<file path="src/rtl/spi_mosi_rx.sv">
// SPI MOSI receiver: LSB-first serial-to-parallel shifter
// feeding a show-ahead receive FIFO with overflow and frame error flags.
module spi_mosi_rx #(
    parameter int DSIZE = 8,
    parameter int DEPTH = 4
) (
    input  logic                     spi_clk,
    input  logic                     spi_rst_n,
    input  logic                     spi_cs,
    input  logic                     spi_mosi_in,
    input  logic                     rd_en,
    output logic [DSIZE-1:0]         rx_data,
    output logic                     data_av,
    output logic                     fifo_full,
    output logic [$clog2(DEPTH):0]   rx_level,
    output logic                     overflow,
    output logic                     frame_err
);

    localparam int CW = (DSIZE > 1) ? $clog2(DSIZE) : 1;
    localparam int PW = $clog2(DEPTH);
    localparam int LW = PW + 1;

    localparam logic [CW-1:0] LAST_BIT = CW'(DSIZE - 1);
    localparam logic [LW-1:0] FULL_LVL = LW'(DEPTH);

    typedef enum logic {
        IDLE,
        SHIFT
    } state_t;

    state_t             state;
    logic [CW-1:0]      bit_cnt;
    logic [DSIZE-2:0]   shreg;

    logic [DSIZE-1:0]   mem [DEPTH];
    logic [PW-1:0]      wr_ptr;
    logic [PW-1:0]      rd_ptr;

    logic               push;
    logic [DSIZE-1:0]   push_word;
    logic               pop;
    logic               wr_ok;

    // Final bit of a word completes it on the same edge it is sampled.
    always_comb begin
        push      = !spi_cs && (bit_cnt == LAST_BIT);
        push_word = {spi_mosi_in, shreg};
    end

    // Pop only when a word is present; a push into a full FIFO
    // is only accepted when a pop frees a slot on the same edge.
    always_comb begin
        pop   = rd_en && data_av;
        wr_ok = push && (!fifo_full || pop);
    end

    // Status outputs derived from the registered level.
    always_comb begin
        data_av   = (rx_level != '0);
        fifo_full = (rx_level == FULL_LVL);
        rx_data   = mem[rd_ptr];
    end

    // Serial-side FSM: bit counter, shift register and frame error pulse.
    always_ff @(posedge spi_clk or negedge spi_rst_n) begin
        if (!spi_rst_n) begin
            state     <= IDLE;
            bit_cnt   <= '0;
            shreg     <= '0;
            frame_err <= 1'b0;
        end else begin
            frame_err <= 1'b0;
            if (spi_cs) begin
                state     <= IDLE;
                bit_cnt   <= '0;
                shreg     <= '0;
                frame_err <= (state == SHIFT) && (bit_cnt != '0);
            end else begin
                state <= SHIFT;
                if (bit_cnt == LAST_BIT) begin
                    bit_cnt <= '0;
                    shreg   <= '0;
                end else begin
                    bit_cnt        <= bit_cnt + 1'b1;
                    shreg[bit_cnt] <= spi_mosi_in;
                end
            end
        end
    end

    // Receive FIFO storage and write pointer.
    always_ff @(posedge spi_clk or negedge spi_rst_n) begin
        if (!spi_rst_n) begin
            for (int i = 0; i < DEPTH; i++) begin
                mem[i] <= '0;
            end
            wr_ptr <= '0;
        end else if (wr_ok) begin
            mem[wr_ptr] <= push_word;
            wr_ptr      <= wr_ptr + 1'b1;
        end
    end

    // Read pointer advances on every accepted pop.
    always_ff @(posedge spi_clk or negedge spi_rst_n) begin
        if (!spi_rst_n) begin
            rd_ptr <= '0;
        end else if (pop) begin
            rd_ptr <= rd_ptr + 1'b1;
        end
    end

    // Occupancy tracks accepted pushes minus pops.
    always_ff @(posedge spi_clk or negedge spi_rst_n) begin
        if (!spi_rst_n) begin
            rx_level <= '0;
        end else begin
            unique case ({wr_ok, pop})
                2'b10:   rx_level <= rx_level + 1'b1;
                2'b01:   rx_level <= rx_level - 1'b1;
                default: rx_level <= rx_level;
            endcase
        end
    end

    // Sticky drop indicator, cleared only by reset.
    always_ff @(posedge spi_clk or negedge spi_rst_n) begin
        if (!spi_rst_n) begin
            overflow <= 1'b0;
        end else if (push && !wr_ok) begin
            overflow <= 1'b1;
        end
    end

endmodule

</file>
<file path="config.mk">
export PLATFORM = sky130hd
export DESIGN_NAME = spi_mosi_rx
export DESIGN_NICKNAME = d
export VERILOG_FILES = /design/src/rtl/spi_mosi_rx.sv
export SDC_FILE = /design/constraint.sdc
export NUM_CORES = 1
export LEC_CHECK = 0
export BUFFER_PORTS_ARGS = -buffer_cell sky130_fd_sc_hd__buf_4
export CAP_MARGIN = 5
export CORE_UTILIZATION = 55
export DETAILED_ROUTE_END_ITERATION = 7
export PLACE_DENSITY = 0.81
export SLEW_MARGIN = 5
export SYNTH_ARGS = -nofsm -noshare
export SYNTH_HDL_FRONTEND = slang
export SYNTH_SLANG_ARGS = --single-unit
</file>
<file path="constraint.sdc">
create_clock -name spi_clk -period 3 [get_ports spi_clk]
set_input_delay 0.15 -clock spi_clk [delete_from_list [all_inputs] [get_ports spi_clk]]
set_output_delay 0.15 -clock spi_clk [all_outputs]
set_load 0.05 [all_outputs]
</file>
; After elaboration in Yosys (flattened, before gate mapping)
; Index checks and enable logic that the tools add are counted.
; Widths: inputs -> output; s select.
[word_totals]
ff_bits = 52
output_inout_bits = 15
word_cells = 58
[op_classes]
addsub = 5
magnitude_cmp = 5
eq_ne = 4
muxes = 16
bitwise_logic = 2
n_reduce_logical = 14
[op_table]
columns = operator, count
row1 = $bwmux 32, 1
row2 = $mux 8, 3
row3 = $bmux 8 s2, 1
row4 = $demux 8 s2, 1
row5 = $mux 7, 2
row6 = $bwmux 7, 1
row7 = $logic_and 1x1->1, 7
row8 = $add 3x1->3 const B, 2
row9 = $eq 3x3->1 const B, 2
row10 = $ge 3x3->1 const B, 2
row11 = $mux 3, 2
row12 = $not 2->3, 2
row13 = $pmux 3 s2, 1
row14 = $reduce_bool 3->1, 2
row15 = $add 2x1->2 const B, 2
row16 = $lt 3x4->1 const B, 1
row17 = $demux 1 s3, 1
row18 = $ge 3x1->1 const B, 1
row19 = $logic_not 1->1, 3
row20 = $lt 3x1->1 const B, 1
row21 = $mux 1, 3
row22 = $sub 3x1->3 const B, 1
row23 = $eq 2x1->1 const B, 1
row24 = $eq 2x2->1 const B, 1
row25 = other kinds (2), 2

; Longest topological paths before layout
; Gate-level depths: netlist (run 1).
[depth]
ltp_word = 7
ltp_mapped = 12
mapped_depth_nobuf = 11

; Least setup slack after synthesis (run 1)
; No wires, ideal clock.
[synth_timing]
path_kind = reg2reg
from = register rx_level[2]
to = register rx_level[2]
arrival_time_ns = 2.371
t_required_ns = 2.918
setup_slack_ns = 0.547
path_stages_with_launch = 10
period_less_slack_ns = 2.453
path_cell_list = dfrtp_1 > nor4b_4 > nor2_1 > inv_1 > ha_1 > inv_1 > fa_1 > xor2_1 > nor2_1 > xor2_1
[synth_between]
elab_chain_cells = 6
word_cells_on_any_way = 12
classes_between = add/sub (2) / eq/ne (3) / mux (1) / reduce/logical (6)
[synth_lines]
columns = item, line_no
row1 = from (decl), 15  ; output logic [$clog2(DEPTH):0] rx_level,
row2 = from (signal assigned), 120  ; 2'b10: rx_level <= rx_level + 1'b1;
row3 = from (signal assigned), 121  ; 2'b01: rx_level <= rx_level - 1'b1;
row4 = from (signal assigned), 122  ; default: rx_level <= rx_level;
row5 = $eq 3x3->1 / $reduce_bool 3->1 (equally long branches), "61, 60"
row6 = $logic_not 1->1 / $logic_and 1x1->1 (equally long branches), "55, 54"
row7 = $logic_or 1x1->1, 55  ; wr_ok = push && (!fifo_full || pop);
row8 = $logic_and 1x1->1, 55
row9 = $eq 2x1->1 / $eq 2x2->1 (equally long branches), 119  ; unique case ({wr_ok, pop})
row10 = $pmux 3 s2 / $reduce_bool 2->1 (equally long branches), -
; Several ways; a longest one is shown, not always the timed one.
; A chain may end at the register's enable or synchronous reset.

; Worst setup path in the final report (run 1)
[layout_timing]
from = register rx_level[0]
to = register rx_level[2]
; Same word-level chain as after synthesis.

==> impl_metrics.tcl, run 1 <==
set metrics [dict create \
    initial_utilization_pct 58.9 \
    drt.antenna.violating_nets 0 \
    min-delay-path-class "in2reg" \
    seq_area_frac_synth_pct 53.7 \
    post-cts-setup-buffers 0 \
    yosys_warnings 0 \
    detail_route.drc_violations 0 \
    synthesis.nets 181 \
    htreeDepth 2 \
    leakagePower_nw 1.36 \
    holdBufCountCts 1 \
    syn_area_per_cell_um2 14.5 \
    kind_of_start_point_of_the_critical_path "flip-flop" \
    final-setup-viol-count 0 \
    rows 23 \
    peakVddDrop_uv 361 \
    coreArea_um2 4120 \
    cts-resized-gates 0 \
    die-width_um 68.4 \
    final.setup.tns_ns 0 \
    cts_tree "done" \
    antenna_found_initial 0 \
    grt_start_max_net_pins 53 \
    crit_path_max_fanout 6 \
    max_clock_freq_ghz 0.417 \
    cts-buffers-inserted 5 \
    drt_first_iter_violations 72 \
    synthCells 167 \
    die_outline_area_um2 4680 \
    cts_buffer_depth 2 \
    drt_first_pass_iters 4 \
    crit_arrival_ns 2.64 \
    wirelength_um 4300 \
    share_of_final_layout_standard_cells_stronger_than_drive_strength_1_pct 39.4 \
    dpl.hpwl_um 2960 \
    tightest_slew_ns 0.832 \
    routed-via-count 1352 \
    fp.dieH_um 68.4 \
    place_congestion 0.735 \
    cp_data_required_time_ns 3.24 \
    mappedNetlistArea_um2 2420 \
    critical_path_end_type "flip-flop" \
    post-layout-total-power_mw 1.86 \
    count_of_input_and_output_buffers 19 \
    finish.utilization_pct 66.5 \
    filler_cell_count 284 \
    slew-limit-headroom_pct 44.3 \
    final_area_um2 2740 \
    clock_insertion_delay_worst_skew_ns 0.30 \
    grt_usage_pct 21.8 \
    avgRoutedWirePerCell_um 18.1 \
    clk_transition_reported_paths_ns 0.09 \
    cts.root.buffer_cell "clkbuf_8" \
    grt_overflow 0 \
    timing.final.hold_violations 0 \
    timing.clock.skew_ns 0.00693 \
    worst_path_largest_cell_delay_ns 0.54 \
    ys_seq_elements 52 \
    final_period_minus_worst_setup_slack_ns 2.40 \
    finish.net_count 202 \
    area_delta_synth_final_pct 12.9 \
    worstPathBufferInverterCount 2 \
    final_max_slew_viol_count 0 \
    outcome "complete, no violations" \
    worst-setup-path-type "reg2reg" \
    worst_path_max_delay_cell "nor4b_4" \
    instances_no_fill 238 \
    post_dp_cell_area_um2 2600 \
    cts_sinks 52 \
    synth_cell_types 31 \
    maxCapViolations 0 \
    n_antenna_cell 0 \
    io_pins 20 \
    path_delay_family "simple AND/OR/NAND/NOR gates" \
    grt_setup_unrepaired "no" \
    period_share_pct 80.0 \
    grt_pass1_wl_um 6940 \
    via_count_of_the_first_global_routing_pass 1390 \
    power_density_nw_per_um2 680 \
    vias_per_cell 5.68 \
    placedCellCount 230 \
    crit_chain "nor4b_4 -> nor2_1 -> inv_1 -> ha_1 -> inv_1 -> fa_1 -> xor2_1 -> nor2_1 -> xor2_1" \
]
[layer usage]
| metal | part of all wire [%] | global-route usage, % | vias up |
|---|---|---|---|
| li1 | - | - | 626 |
| met3 | 3.2 | 6.17 | 8 |
| met5 | 0 | 0 | - |
| met1 | 46 | 28.7 | 695 |
| met4 | 1.6 | 8.59 | 0 |
| met2 | 50 | 34.1 | 23 |
[path summary, 6_finish.rpt]
kind	to	slack, ns	cells after the start	start
worst max-delay path	rx_level[2]	0.60	9	rx_level[0]
worst min-delay path	bit_cnt[2]	0.03	2	spi_cs
worst max register to register	rx_level[2]	0.60	9	rx_level[0]
worst min register to register	overflow	0.48	1	overflow
max in group asynchronous	mem[24]	2.17	2	spi_rst_n
min in group asynchronous	mem[17]	0.41	2	spi_rst_n
[report_power, final]
| group | internal, mW | total [mW] | leakage, nW | switching, mW |
|---|---|---|---|---|
| registers | 0.753 | 0.888 | 0.703 | 0.135 |
| clock network | 0.328 | 0.547 | 0.0642 | 0.218 |
| logic | 0.185 | 0.426 | 0.591 | 0.242 |
| total | 1.27 | 1.86 | 1.36 | 0.595 |
[synth_stat cells, drive strengths merged]
master   n  area share, %
fa       1           0.83
o31a     1           0.36
or3      1           0.26
xnor2    3            1.1
nand4    1           0.26
and3     1           0.26
o31ai    1           0.31
nor2    11            1.7
a21o     1           0.31
mux2    33             15
inv     11            1.7
ha       8            4.1
nand3b   3           0.93
nor3b    6            3.2
nor3     1           0.21
dfrtp   52             54
nand2    2           0.31
a21oi    2           0.41
buf      3           0.83
nor4b    1           0.98
or2      1           0.26
nand2b   1           0.57
mux2i    7            2.9
mux4     8            7.4
clkbuf   3           0.46
nor2b    1           0.26
xor2     3            1.1
[metrics by stage]
stage                     worst slack (ns)  hold slack [ns]
after detailed placement             0.640            0.217
final                                0.601           0.0305
after global routing                 0.363           0.0155
after global placement               0.736            0.201
after CTS                            0.564           0.0217
after floorplan                      0.547           -0.146
[placed cells by master, fill, tap and decap left out, types with 5 or more instances in the layout]
master    synthesis  layout
dfrtp_1          52      52
mux4_2            8       8
buf_4             0      19
mux2_2           33      33
nor2_1           11      11
inv_1            11      11
ha_1              8       8
mux2i_1           7       7
clkbuf_8          0       5
[final cells by class]
type | instances | area, µm² | area share [%]
flip-flops and latches | 52 | 1300 | 47.5
clock buffers | 5 | 68.8 | 2.51
multi-input cells | 98 | 1050 | 38.4
well taps | 50 | 62.6 | 2.29
clock inverters | 2 | 60.1 | 2.19
repair buffers | 20 | 153 | 5.58
inverters | 11 | 41.3 | 1.51
[cells by family (layout without fill, tap and decap cells)]
logic type / count (synthesis) / in the layout / synth area share [%]
AOI/OAI and AO/OA: 5 / 5 / 1.39
xor gates and xnor gates: 6 / 6 / 2.17
adders and majority gates: 9 / 9 / 4.95
buffers and inverters: 17 / 38 / 2.99
DFF: 52 / 52 / 53.7
muxes: 48 / 48 / 25.6
and+or+nand+nor: 30 / 30 / 9.18
[flip-flops by register name (all words and copies together), names as in the netlist]
| name | count |
|---|---|
| bit_cnt | 3 |
| state | 1 |
| frame_err | 1 |
| wr_ptr | 2 |
| overflow | 1 |
| mem | 32 |
| shreg | 7 |
| rx_level | 3 |
| rd_ptr | 2 |
Note: power is estimated with default switching activity, not from simulation.
==> run 2: changes to the inputs <==
ABC_AREA = 1   (was default)
clock period = 2.5 ns   (was 3 ns; I/O delays follow)
==> impl_metrics.tcl, run 2 <==
set metrics [dict create \
    synth.top_cell.area_share_pct 49.1 \
    die-width_um 71.4 \
    grt_setup_unrepaired "no" \
    top_register "mem" \
    drt.antenna.violating_nets 0 \
    final.setup.tns_ns 0 \
    crit_arrival_ns 2.40 \
    min_path_cells 2 \
    tightest_slew_ns 0.651 \
    wirelength_um 5630 \
    avgRoutedWirePerCell_um 15.4 \
    leakagePower_nw 1.45 \
    count_of_input_and_output_buffers 19 \
    hold_slack_ns 0.0328 \
    grt_pass1_wl_um 9440 \
    finish.net_count 326 \
    worst_r2r_endpoint "rx_level[2]" \
    synth_enable_flop_cells 0 \
    final_period_minus_worst_setup_slack_ns 2.20 \
    synthCells 299 \
    drt_first_iter_violations 282 \
    maxCapViolations 0 \
    synthFlopType "dfrtp_1" \
    initial_utilization_pct 58.8 \
    ys_seq_elements 52 \
    die_outline_area_um2 5100 \
    seq_area_frac_synth_pct 49.1 \
    slew-limit-headroom_pct 56.6 \
    min_to "bit_cnt[2]" \
    synth_cell_types 26 \
    final_max_slew_viol_count 0 \
    grt_start_max_net_pins 53 \
    clk_transition_reported_paths_ns 0.09 \
    yosys-top-cells-count "79 x nand2_1, 52 x dfrtp_1, 32 x nand4_1, 23 x nor2_1, 23 x o21ai_0" \
    outcome "finished, violations left" \
    hold_path_startpoint "spi_cs" \
    kind_of_start_point_of_the_critical_path "flip-flop" \
    failed_checks "design-rule violations" \
    final-setup-viol-count 0 \
    cts_tree "done" \
    cts-resized-gates 0 \
    drt_first_pass_iters 6 \
    timing.clock.skew_ns 0.00684 \
    postSynth.asyncResetShare_pct 100 \
    grt_usage_pct 23.9 \
    coreArea_um2 4500 \
    synthesis.nets 313 \
    cp_data_required_time_ns 2.70 \
    max_clock_freq_ghz 0.456 \
    synth_top_area_cells "dfrtp_1 49%, nand2_1 11%, nand4_1 7.6%, o21ai_0 4.3%, ha_1 3.8%" \
    htreeDepth 2 \
    cts.root.buffer_cell "clkbuf_8" \
    period_share_pct 87.8 \
    n_antenna_cell 0 \
    area_delta_synth_final_pct 5.86 \
    share_of_final_layout_standard_cells_stronger_than_drive_strength_1_pct 10.9 \
    biggestRegsByFlops "mem (32), shreg (7)" \
    detail_route.drc_violations 2 \
    syn_area_per_cell_um2 8.86 \
    largest_reg_flops 32 \
    crit_path_max_fanout 7 \
    post_dp_cell_area_um2 2700 \
    routed-via-count 2136 \
    place_congestion 0.907 \
    vias_per_cell 5.85 \
    holdBufCountCts 1 \
    cts_sinks 52 \
    worst-setup-path-type "reg2reg" \
    cts_buffer_depth 2 \
    synth_largest_area_cell "dfrtp_1" \
    io_pins 20 \
    rows 24 \
    worst_slack_ns 0.305 \
    synthMostInstantiatedCell "nand2_1" \
    via_count_of_the_first_global_routing_pass 1982 \
    antenna_found_initial 0 \
    critical_path_end_type "flip-flop" \
    critical_path.reg2reg.startpoint "bit_cnt[0]" \
    layout.cells.most_common "nand2_1" \
    min-delay-path-class "in2reg" \
    clock_insertion_delay_worst_skew_ns 0.31 \
    yosys_warnings 0 \
    most_frequent_cells_in_the_layout "79 x nand2_1, 52 x dfrtp_1, 32 x nand4_1, 23 x nor2_1, 23 x o21ai_0" \
    finish.utilization_pct 62.3 \
    peakVddDrop_uv 464 \
    power_density_nw_per_um2 996 \
    dpl.hpwl_um 3550 \
    mappedNetlistArea_um2 2650 \
    post-place-ws_ns 0.318 \
    final_area_um2 2800 \
    r2r_slack_ns 0.30 \
    cts-buffers-inserted 5 \
    r2r_cells 11 \
    grt_overflow 0 \
    timing.final.hold_violations 0 \
    fp.dieH_um 71.4 \
    post-cts-setup-buffers 0 \
]
## run 2: kinds of logic (layout without fill, tap and decap cells)
logic type	after synthesis	in the layout	synth area share (%)
buffers and inverters	39	53	9.73
AO/OA/AOI/OAI	38	38	7.89
AND/OR/NAND/NOR	157	157	27.4
XOR/XNOR	4	4	1.32
flip-flops	52	52	49.1
adder cells (fa/ha/maj)	9	9	4.53
## run 2: worst max-delay path: stages, from the launching register on
cell and delay (ns):
dfrtp_1 0.46, ha_1 0.24, ha_1 0.22, inv_2 0.11, nor2_4 0.04, nand2_1 0.09
ha_1 0.17, inv_1 0.07, fa_1 0.38, nand2_1 0.08, nand3b_1 0.09, xor2_1 0.14
## run 2: cell type report
type / instances / area (µm²)
Sequential cell: 52 / 1300
Tap cell: 52 / 65.1
Timing Repair Buffer: 23 / 175
Multi-Input combinational cell: 208 / 1090
Inverter: 22 / 82.6
Clock buffer: 8 / 90.1
Fill cell: 389 / 1700
## run 2: worst max path at each step
stage                       end   startpoint  slack, ns
floorplan           rx_level[2]  rx_level[2]       0.06
global placement    rx_level[2]   bit_cnt[0]       0.41
detailed placement  rx_level[2]   bit_cnt[0]       0.32
CTS                 rx_level[2]   bit_cnt[0]       0.31
global route        rx_level[2]   bit_cnt[0]       0.14
finish              rx_level[2]   bit_cnt[0]       0.30
## run 2: through the flow
step	instances	total power, mW
detailed placement	356	2.30
floorplan	299	1.97
global route	365	2.93
CTS	365	2.79
global placement	356	2.28
finish	365	2.79
## run 2: metal layers
metal | share of wire (%) | vias up | track usage (%) | wire [µm]
met5 | 0 | - | 0 | 0
met4 | 1.2 | 0 | 8.00 | 70
met3 | 5.0 | 7 | 5.06 | 284
met2 | 48 | 64 | 38.4 | 2730
met1 | 45 | 1036 | 32.4 | 2550
li1 | - | 1029 | - | -
## run 2: power breakdown
part | leakage, nW | switching, mW | internal [mW] | total (mW)
Clock | 0.0455 | 0.271 | 0.226 | 0.497
Combinational | 0.695 | 0.920 | 0.379 | 1.30
Sequential | 0.707 | 0.0903 | 0.905 | 0.996
